$ cat src/rtl/dens_clock_monitor_if.sv
// Port bundle between the divided-clock source/consumer side and dens_clock_monitor.
// The master drives the pulse train and error clear; the slave (monitor) returns measurements and status.
interface dens_clock_monitor_if #(
    parameter int CNT_W = 28
);
    logic             div_clk_in;
    logic             clear_err;
    logic             strobe_out;
    logic [CNT_W-1:0] period_out;
    logic [CNT_W-1:0] high_out;
    logic             meas_valid;
    logic             locked;
    logic             error;
    logic [1:0]       state_dbg;

    // meas_valid is a one-cycle qualifier with no ready: period_out/high_out change only
    // in the cycle meas_valid is high and hold until the next meas_valid, so the consumer
    // must capture (or simply read) them in that cycle; nothing ever waits for a consumer.
    modport master (
        output div_clk_in,
        output clear_err,
        input  strobe_out,
        input  period_out,
        input  high_out,
        input  meas_valid,
        input  locked,
        input  error,
        input  state_dbg
    );

    modport slave (
        input  div_clk_in,
        input  clear_err,
        output strobe_out,
        output period_out,
        output high_out,
        output meas_valid,
        output locked,
        output error,
        output state_dbg
    );
endinterface

$ cat src/rtl/dens_clock_monitor.sv
// Monitors the divided dense-layer clock: rise strobe, period/high-width measurement, lock and error.
// Define DENS_MON_SYNC_EN to insert a 2-flop synchronizer ahead of the edge detector.
module dens_clock_monitor #(
    parameter int DIVISOR     = 4,
    parameter int HIGH_CYCLES = 1,
    parameter int LOCK_COUNT  = 3,
    parameter int CNT_W       = 28
) (
    input  logic              clock_in,
    input  logic              reset,
    dens_clock_monitor_if.slave mon
);

    typedef enum logic [1:0] {
        IDLE    = 2'd0,
        MEASURE = 2'd1,
        TRACK   = 2'd2
    } state_t;

    localparam int GW = (LOCK_COUNT < 1) ? 1 : $clog2(LOCK_COUNT + 1);

    localparam logic [CNT_W-1:0] CNT_MAX = '1;
    localparam logic [CNT_W-1:0] DIV_C   = CNT_W'(DIVISOR);
    localparam logic [CNT_W-1:0] HIGH_C  = CNT_W'(HIGH_CYCLES);
    localparam logic [CNT_W-1:0] TMO_C   = CNT_W'(2 * DIVISOR);
    localparam logic [GW-1:0]    LOCK_C  = GW'(LOCK_COUNT);

    state_t           state_q, state_d;
    logic             samp_in;
    logic             d1, d2;
    logic             rise;
    logic [CNT_W-1:0] period_cnt;
    logic [CNT_W-1:0] high_cnt;
    logic [GW-1:0]    good_cnt;
    logic             latch_meas, good_period, bad_period, timeout;

    logic             strobe_q, meas_valid_q, locked_q, error_q;
    logic [CNT_W-1:0] period_q, high_q;

`ifdef DENS_MON_SYNC_EN
    // The source is asynchronous: two flops bring it into the clock_in domain first.
    logic sync1, sync2;

    always_ff @(posedge clock_in or posedge reset) begin
        if (reset) begin
            sync1 <= 1'b0;
            sync2 <= 1'b0;
        end else begin
            sync1 <= mon.div_clk_in;
            sync2 <= sync1;
        end
    end

    assign samp_in = sync2;
`else
    assign samp_in = mon.div_clk_in;
`endif

    always_ff @(posedge clock_in or posedge reset) begin
        if (reset) begin
            d1 <= 1'b0;
            d2 <= 1'b0;
        end else begin
            d1 <= samp_in;
            d2 <= d1;
        end
    end

    assign rise = d1 & ~d2;

    // Both counters restart at 1 on a rise, so the value seen at the next rise is the full period.
    always_ff @(posedge clock_in or posedge reset) begin
        if (reset) begin
            period_cnt <= '0;
            high_cnt   <= '0;
        end else begin
            if (rise) begin
                period_cnt <= CNT_W'(1);
            end else if (period_cnt != CNT_MAX) begin
                period_cnt <= period_cnt + 1'b1;
            end

            if (rise) begin
                high_cnt <= CNT_W'(1);
            end else if (d1 && (high_cnt != CNT_MAX)) begin
                high_cnt <= high_cnt + 1'b1;
            end
        end
    end

    always_ff @(posedge clock_in or posedge reset) begin
        if (reset) begin
            state_q <= IDLE;
        end else begin
            state_q <= state_d;
        end
    end

    // A rise in the same cycle the timeout threshold is reached is measured, not timed out.
    always_comb begin
        state_d     = state_q;
        latch_meas  = 1'b0;
        good_period = 1'b0;
        bad_period  = 1'b0;
        timeout     = 1'b0;
        case (state_q)
            IDLE: begin
                if (rise) begin
                    state_d = MEASURE;
                end
            end
            MEASURE, TRACK: begin
                if (rise) begin
                    latch_meas = 1'b1;
                    state_d    = TRACK;
                    if ((period_cnt == DIV_C) && (high_cnt == HIGH_C)) begin
                        good_period = 1'b1;
                    end else begin
                        bad_period = 1'b1;
                    end
                end else if (period_cnt >= TMO_C) begin
                    timeout = 1'b1;
                    state_d = IDLE;
                end
            end
            default: begin
                state_d = IDLE;
            end
        endcase
    end

    always_ff @(posedge clock_in or posedge reset) begin
        if (reset) begin
            strobe_q     <= 1'b0;
            meas_valid_q <= 1'b0;
            period_q     <= '0;
            high_q       <= '0;
            good_cnt     <= '0;
            locked_q     <= 1'b0;
            error_q      <= 1'b0;
        end else begin
            strobe_q     <= rise;
            meas_valid_q <= latch_meas;

            if (latch_meas) begin
                period_q <= period_cnt;
                high_q   <= high_cnt;
            end

            if (bad_period || timeout) begin
                good_cnt <= '0;
            end else if (good_period && (good_cnt != LOCK_C)) begin
                good_cnt <= good_cnt + 1'b1;
            end

            // Lock drops in the same edge as a fault but rises one cycle after the last good count.
            if (bad_period || timeout) begin
                locked_q <= 1'b0;
            end else begin
                locked_q <= (good_cnt == LOCK_C);
            end

            error_q <= bad_period | timeout | (error_q & ~mon.clear_err);
        end
    end

    assign mon.strobe_out = strobe_q;
    assign mon.meas_valid = meas_valid_q;
    assign mon.period_out = period_q;
    assign mon.high_out   = high_q;
    assign mon.locked     = locked_q;
    assign mon.error      = error_q;
    assign mon.state_dbg  = state_q;

endmodule

$ cat src/flat_wrapper.sv
// flat-port wrapper written by rule: the top's interface ports become plain ports
module dens_clock_monitor_flat 
#(
    parameter int DIVISOR     = 4,
    parameter int HIGH_CYCLES = 1,
    parameter int LOCK_COUNT  = 3,
    parameter int CNT_W       = 28
)
  (clock_in, reset, mon_div_clk_in, mon_clear_err, mon_strobe_out, mon_period_out, mon_high_out, mon_meas_valid, mon_locked, mon_error, mon_state_dbg);
  dens_clock_monitor_if #(.CNT_W(CNT_W)) mon_i ();
  input  logic clock_in;
  input  logic reset;
  input wire logic [$bits(mon_i.div_clk_in)-1:0] mon_div_clk_in;
  input wire logic [$bits(mon_i.clear_err)-1:0] mon_clear_err;
  output wire logic [$bits(mon_i.strobe_out)-1:0] mon_strobe_out;
  output wire logic [$bits(mon_i.period_out)-1:0] mon_period_out;
  output wire logic [$bits(mon_i.high_out)-1:0] mon_high_out;
  output wire logic [$bits(mon_i.meas_valid)-1:0] mon_meas_valid;
  output wire logic [$bits(mon_i.locked)-1:0] mon_locked;
  output wire logic [$bits(mon_i.error)-1:0] mon_error;
  output wire logic [$bits(mon_i.state_dbg)-1:0] mon_state_dbg;
  assign mon_i.div_clk_in = mon_div_clk_in;
  assign mon_i.clear_err = mon_clear_err;
  assign mon_strobe_out = mon_i.strobe_out;
  assign mon_period_out = mon_i.period_out;
  assign mon_high_out = mon_i.high_out;
  assign mon_meas_valid = mon_i.meas_valid;
  assign mon_locked = mon_i.locked;
  assign mon_error = mon_i.error;
  assign mon_state_dbg = mon_i.state_dbg;
  dens_clock_monitor #(.DIVISOR(DIVISOR), .HIGH_CYCLES(HIGH_CYCLES), .LOCK_COUNT(LOCK_COUNT), .CNT_W(CNT_W)) u_core (.clock_in(clock_in), .reset(reset), .mon(mon_i));
endmodule
$ cat config.mk
export PLATFORM = sky130hd
export DESIGN_NAME = dens_clock_monitor_flat
export DESIGN_NICKNAME = d
export VERILOG_FILES = /design/src/rtl/dens_clock_monitor_if.sv /design/src/rtl/dens_clock_monitor.sv /design/src/flat_wrapper.sv
export SDC_FILE = /design/constraint.sdc
export NUM_CORES = 1
export LEC_CHECK = 0
export BUFFER_PORTS_ARGS = -buffer_cell sky130_fd_sc_hd__buf_2
export CORE_ASPECT_RATIO = 0.7
export CORE_MARGIN = 2
export CORE_UTILIZATION = 59
export CTS_CLUSTER_SIZE = 16
export DETAILED_ROUTE_END_ITERATION = 6
export PLACE_DENSITY = 0.83
export RECOVER_POWER = 50
export SETUP_SLACK_MARGIN = 0.5
export SYNTH_ARGS = -nofsm -noshare
export SYNTH_HDL_FRONTEND = slang
export SYNTH_SLANG_ARGS = --single-unit
export TNS_END_PERCENT = 100
$ cat constraint.sdc
create_clock -name clock_in -period 7.23 [get_ports clock_in]
set_clock_uncertainty 0.05 [all_clocks]
set_input_delay 0.3615 -clock clock_in [delete_from_list [all_inputs] [get_ports clock_in]]
set_output_delay 0.3615 -clock clock_in [all_outputs]
set_load 0.03 [all_outputs]
==> summary.txt, run 1 <==
Power
  – Power per Cell Area: 296 nW/um^2
  – Sw Pwr: 0.543 mW
  – Peak supply drop: 0.179 mV
  – Clock share of power: 0.456
  – Internal power: 1.43 mW
  – Combinational Power Share: 0.150
  – Net switching fraction of the power: 0.275
  – Lkg Pwr: between 3 and 4 nW
  – Sequential share of power: 0.394

Critical path
  – Critical path's slowest cell: nand2b_1
  – CP required: about 7.5 ns
  – Worst r2r path cells: 5
  – Slack of the worst reg-to-reg path: ~4.4 ns
  – WS Path Type: reg -> reg
  – CP Data Arrival Time: between 3 and 4 ns
  – Crit path capture type: flop
  – FF-to-FF End: u_core.mon.high_out[23]
  – Crit-path max FO: 37
  – Reg-to-Reg Start: u_core.d1
  – Crit-path cells: nand2b_1 -> inv_1 -> nand2_2 -> buf_4 -> mux2_2
  – Delay of the slowest critical-path stage: 0.57 ns
  – Critical path launch point type: flop

Global route
  – Vias in the first global route: 4237
  – Global-route wire length before repair: between 20000 and 25000 microns
  – Largest net degree at the start of global routing: 71
  – Total gr overflow: 0
  – GR Util All Layers: 0.266
  – Initial antenna violation count: 0

Drt
  – First DRT Iteration DRCs: 521
  – WL/cell: 18.1 microns
  – DRT Pass-1 Iters: 5
  – Post-route antenna net violation count: 0
  – DRC: 0
  – Drt via density: 6.25
  – Routed Wire Length: 13100 microns
  – Vias post-DR: 4541

Logic synthesis
  – Area of the mapped netlist: roughly 5700 sq um
  – Sequential area share after synthesis: 0.534
  – #FFs+latches synth: roughly 120
  – Largest family of logic cells by synthesized area: simple AND/OR/NAND/NOR gates
  – Synth Area in Compound Gates: 0.0871
  – Syn_nets: between 500 and 600
  – Post-Synth Adder-Cell Area: 0.0131
  – Xor and xnor area share after synthesis: 0.0521
  – Post-Syn Area per Cell: between 10 and 15 sq um
  – Mux share of post-synthesis cell area: 0.102
  – Warnings, synthesis: 0
  – Yosys cell types: 47
  – Post-synth ARST share: 1.00
  – Post-synth EDFFs: 0
  – Synth Instances: 527
  – Most used DFF post-synth: dfrtp_1
  – Synth Area in Simple Gates: 0.183

Run
  – Max Cap Viol: 1

Finish
  – Commonest non-fill, non-tap cell in the layout: dfrtp_1
  – Commonest non-fill, non-tap cells in the layout: 122 x dfrtp_1, 63 x clkbuf_1, 52 x mux2_2, 46 x nor2_1, 36 x nand2_1
  – Layout cells sized above 1: 0.165
  – Area delta synth->final: 16.8%
  – Nets: 596
  – Ant. Diodes: 0

Floorplanning
  – Std-Cell Rows: 30
  – Core Footprint: 9570 sq um
  – DIE AREA: between 10000 and 15000 sq um
  – Initial Utilization: 0.597
  – Die H: 86.3 microns
  – I/O Pins: 66
  – Die width: between 100 and 150 microns

Clock network
  – CTS Buffer Depth: 2
  – Clock root buffer: clkbuf_16
  – Setup bufs post-CTS: 0
  – Clk_lat worst skew: ~0.42 ns
  – Hold-fix buffers, CTS: 0
  – Clock sinks: 122
  – CTS H-tree lvls: 4
  – Reg clk slew, reported paths: around 0.050 ns
  – Num CTS Buffers: 17
  – Post-CTS sizing: 0
  – CTS tree: built

Worst hold path
  – Hold-critical path depth: 1
  – HP Start: mon_div_clk_in
  – Worst hold path endpoint: u_core.d1
  – Hold WC Path Type: in -> reg

STA
  – RSZ-0062 raised after global routing: no
  – Slew @ Worst Pin: 2.30 ns
  – Setup tns final: 0 ns
  – Max-slew headroom: -0.542
  – Hold_ws: roughly 0.015 ns
  – Fin. Hold Viols: 0
  – Achievable Freq: 350 MHz
  – Tmin final: around 2.9 ns
  – Final setup viols: 0
  – Fin crit share: 0.395
  – Max Slew Vio Count: 54
  – Final WS setup: 4.37 ns

Place
  – Final GP Congestion: 0.923
  – Post-place setup slack: 4.40 ns
  – Hpwl dp: around 8500 microns
  – Number of I/O port buffers: 65

Outcome
  – Failing checks: max-capacitance violations, max-slew violations
  – Status: complete, but fails checks
-- power groups by stage --
stage	Clock [mW]	Sequential [mW]	Combinational, mW
floorplan	0	0.829	0.178
global placement	0	0.785	0.293
detailed placement	0	0.788	0.303
CTS	0.908	0.778	0.308
global route	0.941	0.786	0.324
finish	0.900	0.779	0.296
-- state kept, by name, summed over array words and instances (netlist names) --
| register | cells |
|---|---|
| u_core.d1 | 1 |
| u_core.d2 | 1 |
| u_core.good_cnt | 2 |
| u_core.high_cnt | 28 |
| u_core.mon.error | 1 |
| u_core.mon.high_out | 28 |
| u_core.mon.locked | 1 |
| u_core.mon.meas_valid | 1 |
| u_core.mon.period_out | 28 |
| u_core.mon.state_dbg | 2 |
| u_core.mon.strobe_out | 1 |
| u_core.period_cnt | 28 |
-- stage by stage --
step                instances  area (sq um)  total power, mW   util
floorplan                 527          5720             1.01      -
global placement          695          6120             1.08  0.639
detailed placement        695          6120             1.09  0.639
CTS                       727          6750             1.99  0.705
global route              727          6670             2.05  0.697
finish                    727          6670             1.98  0.697
-- final cells by class --
cell class                      count  area [sq um]
Sequential cell                   122          3050
Fill cell                         709          2900
Multi-Input combinational cell    365          2500
Clock buffer                       21           470
Timing Repair Buffer               69           278
Clock inverter                     11           166
Tap cell                          128           160
Inverter                           11          42.5
-- routing by layer --
layer | global-route usage | vias up | share of wire
li1 | - | 2052 | -
met1 | 0.384 | 2227 | 0.44
met2 | 0.398 | 230 | 0.46
met3 | 0.0559 | 32 | 0.079
met4 | 0.108 | 0 | 0.020
met5 | 0 | - | 0
-- cell families after synthesis --
group,after synthesis
adders and majority gates,6
and+or+nand+nor,197
buffers and inverters,40
xor gates and xnor gates,34
AOI/OAI and AO/OA,76
muxes,52
DFF,122
-- worst max-delay path, delay by kind of cell (launching register included) --
family	cells	cell delay, ns
flip-flops	1	0.51
multiplexers	1	0.40
AND/OR/NAND/NOR	2	1.06
buffers and inverters	2	0.67
-- synthesized netlist by cell type, types with 5 or more instances --
library cell / count / area share
nand4_1: 19 / 0.021
a31oi_1: 6 / 0.0066
nand3_1: 22 / 0.019
a211oi_1: 7 / 0.0092
nor3_1: 10 / 0.0088
nor4_1: 12 / 0.013
nor2_1: 46 / 0.030
nand2_1: 37 / 0.024
o21ai_0: 16 / 0.014
clkbuf_1: 22 / 0.014
dfrtp_1: 122 / 0.53
ha_1: 6 / 0.013
xnor2_1: 22 / 0.034
a21oi_1: 20 / 0.018
and4_1: 8 / 0.012
or4_1: 5 / 0.0066
and3_1: 11 / 0.012
or3_1: 8 / 0.0088
o211ai_1: 7 / 0.0092
xor2_1: 12 / 0.018
mux2_2: 52 / 0.10
inv_1: 11 / 0.0072
-- worst max path at each step --
| stage | startpoint | end | slack (ns) | depth (start not counted) |
|---|---|---|---|---|
| floorplan | reset | u_core.d1 | 3.58 | 1 |
| global placement | u_core.d1 | u_core.mon.period_out[8] | 4.50 | 5 |
| detailed placement | u_core.d1 | u_core.mon.high_out[17] | 4.40 | 5 |
| CTS | u_core.d1 | u_core.mon.high_out[23] | 4.35 | 5 |
| global route | u_core.d1 | u_core.mon.high_out[23] | 4.20 | 5 |
| finish | u_core.d1 | u_core.mon.high_out[23] | 4.37 | 5 |
(Power assumes the default switching activity.)
==> run 2: changes to the inputs <==
--- a/config.mk
+++ b/config.mk
@@ -8,10 +8,10 @@
 export BUFFER_PORTS_ARGS = -buffer_cell sky130_fd_sc_hd__buf_2
 export CORE_ASPECT_RATIO = 0.7
 export CORE_MARGIN = 2
-export CORE_UTILIZATION = 59
+export CORE_UTILIZATION = 53
 export CTS_CLUSTER_SIZE = 16
 export DETAILED_ROUTE_END_ITERATION = 6
-export PLACE_DENSITY = 0.83
+export PLACE_DENSITY = 0.79
 export RECOVER_POWER = 50
 export SETUP_SLACK_MARGIN = 0.5
 export SYNTH_ARGS = -nofsm -noshare
==> constraint.sdc (replaced) <==
create_clock -name clock_in -period 2.5 [get_ports clock_in]
set_clock_uncertainty 0.05 [all_clocks]
set_input_delay 0.125 -clock clock_in [delete_from_list [all_inputs] [get_ports clock_in]]
set_output_delay 0.125 -clock clock_in [all_outputs]
set_load 0.03 [all_outputs]
==> run 2 against run 1 <==
Clock power increased to 2.7 times the previous value. The flow now finishes without violations. Highest routed layer unchanged. Worst hold slack improved by 0.29 ns. Non-clock buffer count increased by 44. Sequential power increased to 2.9 times the previous value. Wire length increased by 12%. Via count increased by 5.0%. Die area increased by 11%. Global-route usage decreased by 0.90 points. Critical endpoint is now u_core.period_cnt[15].
==> summary.txt, run 2 (synthesized netlist as in run 1, its figures left out) <==
Clock network
  – CTS H-tree lvls: 4 (unchanged)
  – Clk_lat worst skew: 0.42 ns (about the same)
  – CTS Buffer Depth: 2 (unchanged)
  – CTS tree: built
  – Clock sinks: 122 (unchanged)
  – Num CTS Buffers: 17 (unchanged)
  – Reg clk slew, reported paths: 0.06 ns (about the same)
  – Clock root buffer: clkbuf_16

Power
  – Sw Pwr: 1.65 mW (+200%)
  – Peak supply drop: 0.577 mV (+220%)
  – Combinational Power Share: 0.178 (+0.028)
  – Net switching fraction of the power: 0.289 (+0.0138)
  – Tot Pwr: 5.73 mW (+190%)
  – Power per Cell Area: 795 nW/um^2 (+170%)
  – Lkg Pwr: 3.39 nW (+12%)
  – Internal power: 4.08 mW (+180%)
  – Clock share of power: 0.430 (-0.026)
  – Sequential share of power: 0.392 (-0.002)

STA
  – Final setup viols: 0 (unchanged)
  – Hold_ws: 0.303 ns (+0.288 ns)
  – Tmin final: 2.09 ns (-0.769 ns)
  – Fin. Hold Viols: 0 (unchanged)
  – RSZ-0062 raised after global routing: yes
  – Achievable Freq: 479 MHz (+37%)
  – Fin crit share: 0.836 (+0.440)
  – Max Slew Vio Count: 0 (-100%)
  – Slew @ Worst Pin: 0.635 ns (-1.67 ns)
  – Setup tns final: 0 ns (unchanged)
  – Max-slew headroom: 0.577 (+1.12)

Critical path
  – Critical path's slowest cell: a2111oi_1
  – CP required: 2.75 ns (-4.73 ns)
  – Crit path capture type: flop
  – CP Data Arrival Time: 2.34 ns (-0.77 ns)
  – WS Path Type: reg -> reg
  – Delay of the slowest critical-path stage: 0.50 ns (-0.07 ns)
  – Crit-path cells: nand4_4 -> or2_4 -> buf_4 -> buf_4 -> a2111oi_1 -> xnor2_1 -> nor2_1
  – CP dominant cell by count: buf_4
  – WP buf/inv: 2 (unchanged)
  – Critical path launch point type: flop
  – Crit-path max FO: 6 (-84%)
  – CP delay by family, top: simple AND/OR/NAND/NOR gates

Floorplanning
  – Std-Cell Rows: 31 (+3.3%)
  – Die width: 128 microns (+5.3%)
  – DIE AREA: 11600 sq um (+11%)
  – Initial Utilization: 0.548 (-0.0493)
  – I/O Pins: 66 (unchanged)
  – Die H: 90.9 microns (+5.3%)
  – Core Footprint: 10400 sq um (+9.0%)

Drt
  – DRT Pass-1 Iters: 5 (unchanged)
  – Drt via density: 6.15 (-1.5%)
  – Routed Wire Length: 14700 microns (+12%)
  – DRC: 0 (unchanged)
  – WL/cell: 19.0 microns (+5.2%)
  – Vias post-DR: 4767 (+5.0%)
  – First DRT Iteration DRCs: 622 (+19%)
  – Post-route antenna net violation count: 0 (unchanged)

Outcome
  – Status: complete, no violations

Global route
  – Largest net degree at the start of global routing: 123 (+73%)
  – Global-route wire length before repair: 23400 microns (+8.2%)
  – Initial antenna violation count: 0 (unchanged)
  – Total gr overflow: 0 (unchanged)
  – GR Util All Layers: 0.257 (-0.00895)
  – Vias in the first global route: 4558 (+7.6%)

Place
  – Placed insts: 715 (+2.9%)
  – Hpwl dp: 8710 microns (+2.2%)
  – Number of I/O port buffers: 65 (unchanged)
  – DP Area: 6280 sq um (+2.8%)
  – Final GP Congestion: 0.887 (-3.9%)

Finish
  – Final Non-Filler Cells: 775 (+6.6%)
  – Ant. Diodes: 0 (unchanged)
  – Nets: 640 (+7.4%)
  – Post-route cell area: 7200 sq um (+7.9%)
  – Area delta synth->final: 26.1%
  – Commonest non-fill, non-tap cells in the layout: 103 x dfrtp_1, 52 x mux2_2, 46 x nor2_1, 39 x buf_4
  – Commonest non-fill, non-tap cell in the layout: dfrtp_1
  – Layout cells sized above 1: 0.322 (+0.157)

Run
  – Max Cap Viol: 0 (-1)

Worst hold path
  – Hold WC Path Type: in -> reg
-- run 2: cell types whose count changed in the layout (fill, tap and decap cells not counted), moves of 3 or more --
| cell | previous run | this run |
|---|---|---|
| buf_2 | 3 | 36 |
| buf_4 | 4 | 39 |
| buf_6 | 0 | 4 |
| clkbuf_1 | 63 | 30 |
| clkinv_2 | 3 | 6 |
| dfrtp_1 | 122 | 103 |
| dfrtp_2 | 0 | 19 |
| dlygate4sd3_1 | 0 | 3 |
| nand3_1 | 22 | 19 |
-- run 2: timing repair --
action,in CTS,in global routing
setup buffers,11,14
endpoints found under the hold margin,124,0
resized for setup,19,28
hold buffers,3,0
endpoints found under the setup margin,38,39
pin swaps,2,18
-- run 2: stage by stage --
stage                     setup slack, ns  utilization
final                               0.411        0.690
after global routing                0.242        0.690
after CTS                           0.504        0.676
after detailed placement            0.244        0.602
after global placement              0.377        0.602
after floorplan                     0.382            -
-- run 2: power groups by stage --
stage / clock network (mW) / registers, mW / logic, mW
floorplan: 0 / 2.40 / 0.527
global placement: 0 / 2.27 / 0.898
detailed placement: 0 / 2.28 / 0.941
CTS: 2.49 / 2.23 / 0.988
global route: 2.60 / 2.26 / 1.10
finish: 2.46 / 2.25 / 1.02
-- run 2: final cells by class --
class,instances,area (sq um)
Clock buffer,19,443
Clock inverter,13,151
Fill cell,739,3230
Inverter,11,42.5
Multi-Input combinational cell,365,2630
Sequential cell,122,3080
Tap cell,132,165
Timing Repair Buffer,113,697
-- run 2: worst reg2reg max path, delay by kind of cell (launching register included) --
family / cells / cell delay [ns]
and+or+nand+nor: 3 / 0.53
AOI/OAI and AO/OA: 1 / 0.50
DFF: 1 / 0.41
buffers and inverters: 2 / 0.29
xor gates and xnor gates: 1 / 0.21
-- run 2: final timing paths --
kind                                        start                  endpoint  slack (ns)  cells after the start
max                          u_core.period_cnt[5]     u_core.period_cnt[15]        0.41                      7
min                                mon_div_clk_in                 u_core.d1        0.30                      2
max reg2reg                  u_core.period_cnt[5]     u_core.period_cnt[15]        0.41                      7
min reg2reg                u_core.mon.high_out[1]    u_core.mon.high_out[1]        0.42                      2
max in group asynchronous                   reset        u_core.high_cnt[8]        1.48                      4
min in group asynchronous                   reset  u_core.mon.period_out[9]        0.42                      4
-- run 2: per-layer routing --
layer  vias to the layer above  wire [microns]  part of all wire  GRT usage
met5                         -               0                 0          0
met4                         0             315             0.021      0.111
met3                        30            1330             0.091     0.0563
met2                       294            6700              0.45      0.377
met1                      2308            6380              0.43      0.370
li1                       2135               -                 -          -
